$ cat src/rtl/clock_ui_pkg.sv
// Shared definitions for the clock user-interface blocks: button FSM state
// encoding and the default press/repeat timing at a 100 MHz system clock.
package clock_ui_pkg;

  typedef enum logic [1:0] {
    IDLE      = 2'd0,
    PRESSED   = 2'd1,
    LONG_HELD = 2'd2
  } btn_state_t;

  // 1 s hold qualifies a long press; 200 ms auto-repeat period.
  localparam int unsigned BTN_LONG_CYCLES   = 100_000_000;
  localparam int unsigned BTN_REPEAT_CYCLES = 20_000_000;
  localparam int unsigned BTN_CNT_W         = 27;

endpackage

$ cat src/rtl/btn_hold_counter.sv
// Hold-duration counter shared by the long-press and auto-repeat thresholds.
// The owner selects the terminal value; at_tc flags cnt == tc_val.
module btn_hold_counter #(
  parameter int unsigned CNT_W = 27
) (
  input  logic             clk,
  input  logic             rst,
  input  logic             clr,
  input  logic             en,
  input  logic [CNT_W-1:0] tc_val,
  output logic             at_tc
);

  logic [CNT_W-1:0] cnt;

  // Count cycles while enabled; synchronous clear takes priority over enable.
  // NOTE: sequential state uses non-blocking assignments so every register
  // samples pre-edge values regardless of block evaluation order.
  always_ff @(posedge clk or posedge rst) begin
    if (rst) begin
      cnt <= '0;
    end else if (clr) begin
      cnt <= '0;
    end else if (en) begin
      cnt <= cnt + CNT_W'(1);
    end
  end

  assign at_tc = (cnt == tc_val);

endmodule

$ cat src/rtl/button_event_decoder.sv
// Turns debounced button activity into short_press, long_press and optional
// repeat_tick pulses for the time-set controller.
// Build option: define AUTO_REPEAT_EN to enable auto-repeat while held;
// without it repeat_tick is constant 0 and REPEAT_CYCLES is unused.
module button_event_decoder
  import clock_ui_pkg::*;
#(
  parameter int unsigned LONG_CYCLES   = BTN_LONG_CYCLES,
  parameter int unsigned REPEAT_CYCLES = BTN_REPEAT_CYCLES,
  parameter int unsigned CNT_W         = BTN_CNT_W
) (
  input  logic clk,
  input  logic rst,
  input  logic pb_state,
  input  logic pb_down,
  input  logic pb_up,
  output logic short_press,
  output logic long_press,
  output logic repeat_tick,
  output logic held
);

  localparam logic [CNT_W-1:0] LONG_TC   = CNT_W'(LONG_CYCLES - 1);
  localparam logic [CNT_W-1:0] REPEAT_TC = CNT_W'(REPEAT_CYCLES - 1);

  btn_state_t       state;
  logic             down_evt;
  logic             up_evt;
  logic             released;
  logic             cnt_clr;
  logic             cnt_en;
  logic             at_tc;
  logic [CNT_W-1:0] tc_val;

  // Simultaneous down and up pulses cancel out and count as no event.
  assign down_evt = pb_down & ~pb_up;
  assign up_evt   = pb_up & ~pb_down;
  // A dropped level without an up pulse is a missed release.
  assign released = up_evt | ~pb_state;
  assign tc_val   = (state == PRESSED) ? LONG_TC : REPEAT_TC;
  assign held     = (state != IDLE);

  btn_hold_counter #(.CNT_W(CNT_W)) u_hold_counter (
    .clk    (clk),
    .rst    (rst),
    .clr    (cnt_clr),
    .en     (cnt_en),
    .tc_val (tc_val),
    .at_tc  (at_tc)
  );

  // Counter control: restart on press and at each threshold, otherwise
  // advance while the button stays down.
  // NOTE: both outputs get a default first so no path leaves them unassigned
  // and no latch is inferred.
  always_comb begin
    cnt_clr = 1'b0;
    cnt_en  = 1'b0;
    case (state)
      IDLE: cnt_clr = down_evt;
      PRESSED: begin
        if (!released) begin
          if (at_tc) cnt_clr = 1'b1;
          else       cnt_en  = 1'b1;
        end
      end
      LONG_HELD: begin
`ifdef AUTO_REPEAT_EN
        if (!released) begin
          if (at_tc) cnt_clr = 1'b1;
          else       cnt_en  = 1'b1;
        end
`endif
      end
      default: ;
    endcase
  end

`ifdef AUTO_REPEAT_EN
  logic repeat_q;
  assign repeat_tick = repeat_q;
`else
  assign repeat_tick = 1'b0;
`endif

  // Press FSM with registered one-cycle event pulses; release beats threshold.
  always_ff @(posedge clk or posedge rst) begin
    if (rst) begin
      state       <= IDLE;
      short_press <= 1'b0;
      long_press  <= 1'b0;
`ifdef AUTO_REPEAT_EN
      repeat_q    <= 1'b0;
`endif
    end else begin
      short_press <= 1'b0;
      long_press  <= 1'b0;
`ifdef AUTO_REPEAT_EN
      repeat_q    <= 1'b0;
`endif
      case (state)
        IDLE: begin
          if (down_evt) state <= PRESSED;
        end
        PRESSED: begin
          if (up_evt) begin
            short_press <= 1'b1;
            state       <= IDLE;
          end else if (!pb_state) begin
            state <= IDLE;
          end else if (at_tc) begin
            long_press <= 1'b1;
            state      <= LONG_HELD;
          end
        end
        LONG_HELD: begin
          if (released) state <= IDLE;
`ifdef AUTO_REPEAT_EN
          else if (at_tc) repeat_q <= 1'b1;
`endif
        end
        default: state <= IDLE;
      endcase
    end
  end

endmodule

$ cat config.mk
export PLATFORM = sky130hd
export DESIGN_NAME = button_event_decoder
export DESIGN_NICKNAME = d
export VERILOG_FILES = /design/src/rtl/clock_ui_pkg.sv /design/src/rtl/btn_hold_counter.sv /design/src/rtl/button_event_decoder.sv
export SDC_FILE = /design/constraint.sdc
export NUM_CORES = 1
export LEC_CHECK = 0
export BUFFER_PORTS_ARGS = -buffer_cell sky130_fd_sc_hd__buf_2
export CAP_MARGIN = 20
export CORE_MARGIN = 2
export CORE_UTILIZATION = 35
export CTS_BUF_LIST = sky130_fd_sc_hd__clkbuf_8
export DETAILED_ROUTE_END_ITERATION = 7
export PLACE_DENSITY = 0.49
export REMOVE_ABC_BUFFERS = 1
export SLEW_MARGIN = 15
export SYNTH_ARGS = -nofsm -noshare
export SYNTH_HDL_FRONTEND = slang
export SYNTH_HIERARCHICAL = 1
export SYNTH_SLANG_ARGS = --single-unit
$ cat constraint.sdc
create_clock -name clk -period 4 [get_ports clk]
set_input_delay 0 -clock clk [delete_from_list [all_inputs] [get_ports clk]]
set_output_delay 0 -clock clk [all_outputs]
set_load 0.02 [all_outputs]
Word-level counts from Yosys, hierarchy flattened
Index checks and enable logic that the tools add are counted.
{ "word_totals": {"reg_bits": 31, "latch_bits": 0, "mem_bits_rw": 0, "romBits": 0, "out_inout_bits": 4, "memories": 0} }
{ "classes": {"addsub": 1, "n_mul": 0, "div_mod_pow": 0, "magnitude_cmp": 0, "n_eq_ne": 6, "n_shift": 0, "mux": 20, "bitwise": 6, "reduce_logical": 4} }
{ "ops": {"columns": ["operator", "count"], "rows": [
  ["27-bit 2-to-1 mux", 3],
  ["27-bit by 1-bit adder with 27-bit output, second input constant", 1],
  ["27-bit equality test", 1],
  ["1-bit 2-to-1 mux", 10],
  ["2-bit 2-to-1 mux", 5],
  ["2-bit case mux with 3 select lines", 1],
  ["2-bit inequality test, second input constant", 2],
  ["4-bit inequality test, second input constant", 1],
  ["2-bit nonzero test", 2],
  ["1-bit NOT", 3],
  ["3-bit AND reduction", 1],
  ["1-bit bitwise AND", 2],
  ["2-bit by 1-bit equality test with 1-bit output, second input constant", 1],
  ["2-bit equality test, second input constant", 1],
  ["2-bit logical NOT", 1],
  ["1-bit case mux with 2 select lines", 1],
  ["1-bit OR", 1]
]} }

Longest topological paths before layout
Gate-level depths: netlist (run 1).
{ "depth": {"ltp_word": 8, "ltp_mapped": 13, "depth_no_buf": 12} }

By module
The synthesis (run 1) kept the hierarchy.
{ "by_module_without_submodules": {"columns": ["mod", "instances", "cells_per_inst", "area_per_inst_um2", "seq_area_each_um2"], "rows": [
  ["btn_hold_counter", 1, 179, 1710.4, 675.6],
  ["button_event_decoder", 1, 24, 225.2, 100.1]
]} }

Least setup slack after synthesis (run 1)
OpenSTA, ideal clock, no wires.
{ "synth_timing": {"path_type": "flip-flop to flip-flop", "start": "reg state[1]", "end": "reg u_hold_counter.cnt[16]", "setup_ns": 0.125, "arrival_ns": 3.377, "setup_slack_ns": 0.498, "path_stages_with_launch": 14, "synth_period_minus_slack_ns": 3.502, "path_cell_list": "dfrtp_1 -> or2b_1 -> inv_1 -> xor2_1 -> nor4_1 -> nand4_1 -> nor4_1 -> nand2b_1 -> o31ai_1 -> o211a_2 -> nand4_2 -> buf_2 -> nor3b_1 -> mux2_2"} }
{ "synth_between": {"elab_chain_len": 7, "word_cells_on_any_way": 12, "classes_between": "eq/ne (2); mux (8); reduce/logical (2)"} }
{ "synth_rtl": {"columns": ["item", "line_no", "rtl"], "rows": [
  ["start, declared", "button_event_decoder.sv:26", "btn_state_t state;"],
  ["start signal, assigned", "button_event_decoder.sv:89", "state <= IDLE;"],
  ["start signal, assigned", "button_event_decoder.sv:103", "if (down_evt) state <= PRESSED;"],
  ["start signal, assigned", "button_event_decoder.sv:108", "state <= IDLE;"],
  ["2-bit by 1-bit equality test with 1-bit output (*)", "button_event_decoder.sv:40", "assign tc_val = (state == PRESSED) ? LONG_TC : REPEAT_TC;"],
  ["27-bit 2-to-1 mux (*)", "button_event_decoder.sv:40", null],
  ["net tc_val[10]", "button_event_decoder.sv:33", "logic [CNT_W-1:0] tc_val;"],
  ["27-bit equality test (*)", "btn_hold_counter.sv:29", "assign at_tc = (cnt == tc_val);"],
  ["net at_tc", "button_event_decoder.sv:32", "logic at_tc;"],
  ["1-bit 2-to-1 mux (*)", "button_event_decoder.sv:63", "if (at_tc) cnt_clr = 1'b1;"],
  ["1-bit 2-to-1 mux (*)", "button_event_decoder.sv:62", "if (!released) begin"],
  ["1-bit case mux with 2 select lines (*)", "button_event_decoder.sv:59", "case (state)"],
  ["net cnt_clr", "button_event_decoder.sv:30", "logic cnt_clr;"],
  ["27-bit 2-to-1 mux / 2-bit nonzero test (equally long branches)", null, null],
  ["end signal, assigned", "btn_hold_counter.sv:25", "cnt <= cnt + CNT_W'(1);"],
  ["end, declared", "btn_hold_counter.sv:14", "logic [CNT_W-1:0] cnt;"]
]} }
The timed path passes the listed nets; every way through them passes the cells marked *.
A chain may end at the register's enable or synchronous reset.

Final worst setup path (run 1)
{ "layout_timing": {"start": "reg state[0]", "end": "reg u_hold_counter.cnt[22]"} }
The elaborated chain is that of the path after synthesis.

==> flow_summary.json, run 1 <==
{
  "status": "completed",
  "grt_antenna_before_repair": 0,
  "cts_tree": "yes",
  "worstPathRequired_ns": 4.21,
  "drc": 0,
  "yosysMostFrequentCell": "dfrtp_1",
  "grt_remaining_overflow": 0,
  "r2r_end": "u_hold_counter/cnt[22]$_DFFE_PP0P_",
  "synth-seq-cells": 31,
  "clockBufferDepth": 2,
  "clock_skew_ns": 0.006564,
  "ctsRootBufferMaster": "clkbuf_8",
  "synth.avg_cell_area_um2": 9.535,
  "slew_violations": 0,
  "route.vias.total": 1529,
  "ant_nets": 0,
  "worstSetupPathType": "reg2reg",
  "synth_area_leaders": "dfrtp_1 40%, xor2_1 11%, xnor2_1 5.9%, o31ai_1 5.0%, or4_1 4.7%",
  "fmax_mhz": 274.2,
  "die_x_um": 78.37,
  "rsz0062_at_grt": "no",
  "sw_frac_of_total_pct": 25.85,
  "r2r_setup_slack_ns": 0.35,
  "endpoint_kind": "register",
  "fin_crit_sh_pct": 91.18,
  "relSlewSlack_pct": 65.16,
  "cp-endpoint": "u_hold_counter/cnt[22]$_DFFE_PP0P_",
  "synth_cell_types": 39,
  "comb_power_share_pct": 11.0,
  "ys_seq_area_share_pct": 40.08,
  "tightest_slew_ns": 0.5215,
  "timing.rr.start": "state[0]$_DFFE_PP0P_",
  "reg2regPathDepth": 13,
  "synth_edf_count": 0,
  "grt_pass1_wl_mm": 7.383,
  "setup-violations-final": 0,
  "initial_utilization_pct": 35.59,
  "finalInstanceArea_um2": 2272,
  "power.share.sequential_pct": 49.1,
  "fillers": 537,
  "rows": 27,
  "areaGrowthSynthToFinish_pct": 17.39,
  "firstDrtPassIters": 4,
  "p_sw_uw": 176.3,
  "htreeDepth": 2,
  "dieArea_um2": 6141,
  "finalWirelength_mm": 4.236,
  "crit_chain": "or2b_1, inv_1, xor2_1, nor4_1, nand4_1, nor4_2, nand2b_1, o31ai_4, o211a_2, nand4_2, buf_4, or4_1, a21oi_1",
  "drv_cap": 0,
  "worst_skew_pair.late_latency_ns": 0.28,
  "crit_arrival_ns": 3.85,
  "p_per_area_nw_per_um2": 300.0,
  "dp_slack_ns": 0.2951,
  "post_drt_wl_per_cell_um": 13.84,
  "drt-vias-per-instance": 4.997,
  "cts_buffers": 5,
  "slowest_stage": "or4_1",
  "ys.flop_type": "dfrtp_1",
  "yosysTopAreaCellShare_pct": 40.08,
  "ys_async_sr_fraction_pct": 100.0,
  "netlist_area_um2": 1936,
  "clk_pin_slew_ns": 0.06,
  "nets": 239,
  "synthTopCellsByCount": "31 x dfrtp_1, 24 x xor2_1, 15 x a21oi_1",
  "io_pins": 9,
  "vdd_drop_max_mv": 0.1133,
  "drive_gt1_share_pct": 13.25,
  "clockPowerShare_pct": 39.9,
  "hpwlAfterDp_mm": 2.924,
  "post-route-min-period_ns": 3.647,
  "total_leakage_power_nw": 1.019,
  "fin_ws_ns": 0.3530,
  "grt_max_degree": 29,
  "yosys_warnings": 6,
  "max_stage_delay_ns": 0.50,
  "grt.total_usage_pct": 15.53,
  "drt_iter0_markers": 81,
  "startpoint_type": "register",
  "port_buffers": 7,
  "antenna_cells": 0,
  "hold_violations": 0,
  "core_area_um2": 5439,
  "die_h_um": 78.37,
  "synth_cells": 203,
  "cts_sinks": 31,
  "gp_congestion": 0.7340,
  "crit_start": "state[0]$_DFFE_PP0P_",
  "place_area_um2": 2137,
  "hold_path.class": "in2reg",
  "utilization_pct": 41.78,
  "critPathMaxFanout": 10,
  "intPower_uw": 505.5,
  "synth_largest_area_cell": "dfrtp_1",
  "grt_pass1_vias": 1455
}
[critical path: cells and delay by family (launching register included)]
kind | cells | cell delay [ns]
buffers and inverters | 2 | 0.50
XOR/XNOR | 1 | 0.11
AO/OA/AOI/OAI | 3 | 0.63
flip-flops | 1 | 0.41
AND/OR/NAND/NOR | 7 | 1.91
[cell usage in the layout (no fill, tap or decap), types with 3 or more instances in the layout]
cell      instances
a21oi_1          15
and4_1            3
buf_2             7
buf_4             7
clkbuf_8          7
conb_1           20
dfrtp_1          31
inv_1             8
nand2_1           7
nand3_1           7
nand4_1          10
nor2_1           12
nor4_1            5
o21ai_0           3
o31ai_1          12
or3_1             3
or4_1            12
xnor2_1          13
xor2_1           24
[metal layers]
layer  global-route usage (%)  up-vias  part of all wire (%)
met5                        0        -                     0
met4                    5.263        0                   1.3
met3                    3.448        7                   2.6
met2                    23.19       18                    45
met1                    22.18      729                    51
li1                         -      775                     -
[timing repair]
item / CTS / global route
gates resized for setup: 0 / 2
buffers inserted: 0 / 0
hold endpoints to repair: 32 / 0
setup endpoints to repair: 0 / 6
hold buffers: 2 / 0
[logic make-up (layout without fill, tap and decap cells)]
group	after synthesis	after routing	synth area share [%]
muxes	2	2	1.099
other	2	20	0.3880
xor gates and xnor gates	37	37	16.74
and+or+nand+nor	78	78	25.66
adders and majority gates	1	1	0.6463
AOI/OAI and AO/OA	34	34	11.05
buffers and inverters	18	31	4.331
DFF	31	31	40.08
[through the flow]
stage	power (mW)	std cells	setup TNS, ns	hold WS, ns
final	0.6818	306	0	0.04384
after floorplan	0.3902	210	-20.92	-0.2339
after CTS	0.6918	306	0	0.03516
after global placement	0.4145	296	0	-0.09611
after global routing	0.7201	306	0	0.04450
after detailed placement	0.4145	296	0	-0.09832
[how the worst min path moves through the flow]
stage | slack (ns) | cells past startpoint | to | start
finish | 0.04 | 3 | state[0]$_DFFE_PP0P_ | pb_up
floorplan | -0.23 | 1 | long_press$_DFF_PP0_ | rst
CTS | 0.04 | 3 | state[0]$_DFFE_PP0P_ | pb_up
global route | 0.04 | 3 | state[0]$_DFFE_PP0P_ | pb_up
detailed placement | -0.1 | 2 | state[1]$_DFFE_PP0P_ | rst
global placement | -0.1 | 2 | state[1]$_DFFE_PP0P_ | rst
[registers in the layout, summed over array words and instances, names as in the netlist]
register / count
u_hold_counter/cnt: 27
state: 2
long_press: 1
short_press: 1
[final cells by class]
cell class              count  area (um^2)  area share, %
clock buffers               7        96.34          4.240
clock inverters             1        3.754         0.1652
inverters                   7        26.28          1.156
multi-input cells         172         1172          51.60
flip-flops and latches     31        775.7          34.14
well taps                  72        90.09          3.965
repair buffers             16        107.6          4.736
[power groups by stage]
| stage | clock network [mW] | registers (mW) | logic, mW |
|---|---|---|---|
| 3_3_place_gp | 0 | 0.340 | 0.0749 |
| 5_1_grt | 0.297 | 0.337 | 0.0861 |
| 2_1_floorplan | 0 | 0.337 | 0.0532 |
| 6_report | 0.272 | 0.335 | 0.0749 |
| 4_1_cts | 0.282 | 0.334 | 0.0764 |
| 3_5_place_dp | 0 | 0.340 | 0.0750 |
Note: power is estimated with default switching activity, not from simulation.
==> inputs of run 2 (changes only) <==
Settings changed: CORE_UTILIZATION 35 to 40, PLACE_DENSITY 0.49 to 0.55.
Clock period 4 ns to 4.65 ns, I/O delays scaled along.
==> run 2 against run 1 <==
Net effect: utilization increased by 4.9 points; non-clock buffer count decreased by 4; critical path depth decreased by 1; largest cell class unchanged; die area decreased by 12%; first-iteration DRC count decreased by 15%; largest power group unchanged.
==> flow_summary.json, run 2 (same netlist as run 1, synthesis figures left out) <==
{
  "finalWirelength_mm": 3.894,
  "nets": 235,
  "grt_antenna_before_repair": 0,
  "clockBufferDepth": 2,
  "placed_cells": 274,
  "place_area_um2": 2085,
  "worst_skew_pair.late_latency_ns": 0.28,
  "hpwlAfterDp_mm": 2.764,
  "route.vias.total": 1523,
  "cts_sinks": 31,
  "reg.largest.list": "u_hold_counter/cnt: 27 flops, state: 2 flops",
  "hold_path.class": "in2reg",
  "drv_cap": 0,
  "grt.total_usage_pct": 17.19,
  "cts_tree": "yes",
  "clock_skew_ns": 0.007446,
  "gp_congestion": 0.7795,
  "finalPower_uw": 544.1,
  "top_register": "u_hold_counter/cnt",
  "setup-violations-final": 0,
  "die_h_um": 73.57,
  "total_leakage_power_nw": 0.9861,
  "die_x_um": 73.57,
  "dp_slack_ns": 0.6027,
  "cp-endpoint": "u_hold_counter/cnt[16]$_DFFE_PP0P_",
  "io_pins": 9,
  "port_buffers": 7,
  "grt_pass1_vias": 1381,
  "rsz0062_at_grt": "no",
  "hp-start": "pb_up",
  "slowest_stage": "nor4_2",
  "grt_remaining_overflow": 0,
  "largest_reg_flops": 27,
  "ctsRootBufferMaster": "clkbuf_8",
  "max_stage_delay_ns": 0.45,
  "fin_crit_sh_pct": 84.28,
  "core_area_um2": 4692,
  "cts_buffers": 5,
  "grt_max_degree": 29,
  "fin_cells": 284,
  "r2r_setup_slack_ns": 0.73,
  "crit_arrival_ns": 4.08,
  "startpoint_type": "register",
  "hold_violations": 0,
  "rows": 25,
  "antenna_cells": 0,
  "fmax_mhz": 255.2,
  "slew_violations": 0,
  "reg2regPathDepth": 12,
  "dieArea_um2": 5412,
  "firstDrtPassIters": 4,
  "p_per_area_nw_per_um2": 248.2,
  "utilization_pct": 46.72,
  "post-route-min-period_ns": 3.919,
  "post_drt_wl_per_cell_um": 13.71,
  "drt_iter0_markers": 69,
  "areaGrowthSynthToFinish_pct": 13.25,
  "vdd_drop_max_mv": 0.1043,
  "final_common_cell": "dfrtp_1",
  "drt-vias-per-instance": 5.363,
  "fin_setup_tns_ns": 0,
  "initial_utilization_pct": 41.25,
  "crit_chain": "or2b_1, inv_1, xor2_1, nor4_1, nand4_1, nor4_2, nand2b_1, o31ai_4, o211a_2, nand4_2, nor3b_1, mux2_2",
  "htreeDepth": 2,
  "timing.rr.start": "state[1]$_DFFE_PP0P_",
  "drc": 0,
  "endpoint_kind": "register",
  "worstSetupPathType": "reg2reg",
  "final_cell_mix": "31 x dfrtp_1, 24 x xor2_1, 20 x conb_1",
  "worst_hold_slack_ns": 0.05546,
  "finalInstanceArea_um2": 2192,
  "r2r_end": "u_hold_counter/cnt[16]$_DFFE_PP0P_",
  "ant_nets": 0,
  "crit_start": "state[1]$_DFFE_PP0P_",
  "grt_pass1_wl_mm": 6.955,
  "drive_gt1_share_pct": 11.30,
  "critPathMaxFanout": 16,
  "status": "completed",
  "worstPathRequired_ns": 4.81,
  "fin_ws_ns": 0.7310,
  "clk_pin_slew_ns": 0.06
}
[run 2: cell count changes in the layout (fill, tap and decap cells not counted)]
cell	previous run	this run
inv_1	8	9
clkbuf_8	7	5
buf_4	7	3
nand4_4	2	1
clkinv_2	0	1
nand4_2	1	2
[run 2: how the worst min path moves through the flow]
stage	cells past startpoint	endpoint	slack, ns
finish	3	state[0]$_DFFE_PP0P_	0.06
global route	3	state[0]$_DFFE_PP0P_	0.06
CTS	3	state[0]$_DFFE_PP0P_	0.05
detailed placement	2	long_press$_DFF_PP0_	-0.11
global placement	2	short_press$_DFF_PP0_	-0.10
floorplan	1	long_press$_DFF_PP0_	-0.23
[run 2: cell type report]
type,instances,area (um^2)
well taps,54,67.56
multi-input cells,172,1164
flip-flops and latches,31,775.7
clock inverters,3,12.51
repair buffers,12,77.57
inverters,7,26.28
fillers,445,2500
clock buffers,5,68.82
[run 2: critical path: cells and delay by family (launching register included)]
| kind | cells | cell delay [ns] |
|---|---|---|
| buffers and inverters | 1 | 0.25 |
| flip-flops | 1 | 0.44 |
| AND/OR/NAND/NOR | 7 | 2.11 |
| multiplexers | 1 | 0.38 |
| AO/OA/AOI/OAI | 2 | 0.51 |
| XOR/XNOR | 1 | 0.11 |
[run 2: layer usage]
metal	GRT usage (%)	vias to the layer above	part of all wire, %
met3	4.527	2	2.7
met4	5.455	0	0.69
li1	-	772	-
met2	26.49	24	48
met1	23.50	725	49
met5	0	-	0
[run 2: what timing repair did]
action | 4_1_cts | 5_1_grt
resized for setup | 0 | 1
endpoints found under the hold margin | 32 | 0
setup endpoints to repair | 0 | 1
buffers inserted | 0 | 0
hold buffers | 2 | 0
[run 2: report_power, final]
group	total (mW)	switching (mW)	internal, mW
Combinational	0.0630	0.0371	0.0259
Clock	0.193	0.0931	0.100
Sequential	0.288	0.0115	0.276
==> inputs of run 3 (changes only) <==
Settings changed: PLACE_DENSITY 0.55 to 0.57.
Clock period 4.65 ns to 3.55 ns, I/O delays scaled along.
==> run 3 against run 2 <==
Net effect: wire length up 3.2%; global-route usage down 0.39 points; first-iteration DRC count up 71%; worst setup slack worse by 0.33 ns; via count up 0.26%; clock skew down 0.00087 ns; cell count up 2.8%; non-clock buffer count up 8; register-to-register slack worse by 0.33 ns; total power up 42%; cell area up 4.5%; combinational power up 45%.
==> flow_summary.json, run 3 (same netlist as run 1, synthesis figures left out) <==
{
  "startpoint_type": "register",
  "die_x_um": 73.57,
  "hold_path.class": "in2reg",
  "status": "completed",
  "clock_skew_ns": 0.006574,
  "ctsRootBufferMaster": "clkbuf_8",
  "dp_slack_ns": 0.1240,
  "relSlewSlack_pct": 63.98,
  "drive_gt1_share_pct": 15.13,
  "endpoint_kind": "register",
  "power.share.sequential_pct": 48.7,
  "critPathBufInv": 2,
  "cts_tree": "yes",
  "drv_cap": 0,
  "gp_congestion": 0.8202,
  "max_stage_delay_ns": 0.51,
  "intPower_uw": 574.7,
  "rows": 25,
  "fillers": 452,
  "multiInputGateArea_um2": 1164,
  "dieArea_um2": 5412,
  "worstPathRequired_ns": 3.75,
  "grt_remaining_overflow": 0,
  "grt.total_usage_pct": 16.80,
  "cp_top_family": "simple AND/OR/NAND/NOR gates",
  "fin_crit_sh_pct": 88.69,
  "reg.largest.list": "u_hold_counter/cnt: 27 flops, state: 2 flops",
  "rsz0062_at_grt": "no",
  "total_leakage_power_nw": 1.038,
  "nets": 243,
  "crit_chain": "or2b_1, inv_2, xor2_1, nor4_1, nand4_1, nor4_2, nand2b_1, o31ai_4, o211a_2, nand4_2, buf_4, or4_1, a21oi_1",
  "finalInstanceArea_um2": 2291,
  "hold_violations": 0,
  "die_h_um": 73.57,
  "hpwlAfterDp_mm": 2.830,
  "grt_pass1_vias": 1400,
  "ant_nets": 0,
  "setup-violations-final": 0,
  "clk_pin_slew_ns": 0.06,
  "critPathMaxFanout": 16,
  "areaGrowthSynthToFinish_pct": 18.36,
  "antenna_cells": 0,
  "clockBufferDepth": 2,
  "worst_skew_pair.late_latency_ns": 0.28,
  "vdd_drop_max_mv": 0.1423,
  "final_common_cell": "dfrtp_1",
  "worstSetupPathType": "reg2reg",
  "comb_power_share_pct": 11.9,
  "place_area_um2": 2165,
  "cts_buffers": 5,
  "drt_iter0_markers": 118,
  "crit_arrival_ns": 3.35,
  "firstDrtPassIters": 4,
  "post-route-min-period_ns": 3.149,
  "post_drt_wl_per_cell_um": 13.76,
  "p_sw_uw": 195.5,
  "clockPowerShare_pct": 39.4,
  "drc": 0,
  "top_register": "u_hold_counter/cnt",
  "slowest_stage": "or4_1",
  "cts_sinks": 31,
  "core_area_um2": 4692,
  "tightest_slew_ns": 0.5397,
  "slew_violations": 0,
  "sw_frac_of_total_pct": 25.38,
  "largest_reg_flops": 27,
  "initial_utilization_pct": 41.25,
  "finalWirelength_mm": 4.017,
  "grt_pass1_wl_mm": 6.762,
  "route.vias.total": 1527,
  "drt-vias-per-instance": 5.229,
  "port_buffers": 7,
  "postCtsSetupBuffers": 0,
  "fin_ws_ns": 0.4014,
  "htreeDepth": 2,
  "fmax_mhz": 317.6,
  "grt_antenna_before_repair": 0,
  "p_per_area_nw_per_um2": 336.2,
  "io_pins": 9,
  "grt_max_degree": 29,
  "final_cell_mix": "31 x dfrtp_1, 24 x xor2_1, 20 x conb_1",
  "seqCellArea_um2": 775.7
}
-- run 3: cell types whose count changed in the layout (fill, tap and decap cells not counted), sizes merged --
cell | previous run | this run
buf | 10 | 18
clkbuf | 5 | 7
clkinv | 1 | 0
inv | 9 | 8
-- run 3: per-stage QoR --
stage,hold slack (ns),power (mW),instances,utilization (%),TNS (ns)
after floorplan,-0.2339,0.4397,210,-,-32.68
after global placement,-0.09853,0.4685,281,45.55,0
after detailed placement,-0.1044,0.4720,282,46.13,0
after CTS,0.05021,0.7829,292,48.69,0
after global routing,0.07175,0.8104,292,48.83,0
final,0.06111,0.7702,292,48.83,0
-- run 3: final timing paths --
path / startpoint / endpoint / slack (ns) / depth (start not counted)
setup reg to reg: state[1]$_DFFE_PP0P_ / u_hold_counter/cnt[18]$_DFFE_PP0P_ / 0.40 / 13
setup / recovery: state[1]$_DFFE_PP0P_ / u_hold_counter/cnt[18]$_DFFE_PP0P_ / 0.40 / 13
hold / removal: pb_up / state[0]$_DFFE_PP0P_ / 0.06 / 3
max in group asynchronous: rst / u_hold_counter/cnt[26]$_DFFE_PP0P_ / 2.76 / 4
hold reg to reg: u_hold_counter/cnt[26]$_DFFE_PP0P_ / u_hold_counter/cnt[26]$_DFFE_PP0P_ / 0.58 / 2
min in group asynchronous: rst / long_press$_DFF_PP0_ / 0.15 / 3
-- run 3: metal layers --
layer  vias to the layer above  wire (um)  part of all wire [%]  track usage (%)
met2                        25       1764                    44            25.30
li1                        787          -                     -                -
met1                       711       2078                    52            23.85
met4                         0         47                   1.2            4.848
met3                         4        126                   3.1            4.115
met5                         -          0                     0                0
-- run 3: worst register-to-register path, delay by kind of cell (launching register included) --
kind            cells  cell delay (ns)
compound gates      3             0.61
simple gates        7             1.64
buf+inv             2             0.36
xor+xnor            1             0.08
flops               1             0.38
-- run 3: final cells by class --
cell class / instances / area share, %
Clock buffer: 7 / 4.205
Clock inverter: 1 / 0.1638
Inverter: 7 / 1.147
Multi-Input combinational cell: 172 / 50.79
Sequential cell: 31 / 33.86
Tap cell: 54 / 2.949
Timing Repair Buffer: 20 / 6.881
-- run 3: timing repair --
action                                  CTS  global route
hold endpoints to repair                 16             0
gates resized for setup                   0             2
endpoints found under the setup margin    0            16
hold buffers                              2             0
-- run 3: power groups by stage --
stage	logic, mW	clock network (mW)	registers, mW
floorplan	0.0600	0	0.380
global placement	0.0862	0	0.382
detailed placement	0.0904	0	0.382
CTS	0.0926	0.315	0.375
global route	0.106	0.327	0.377
finish	0.0916	0.303	0.375
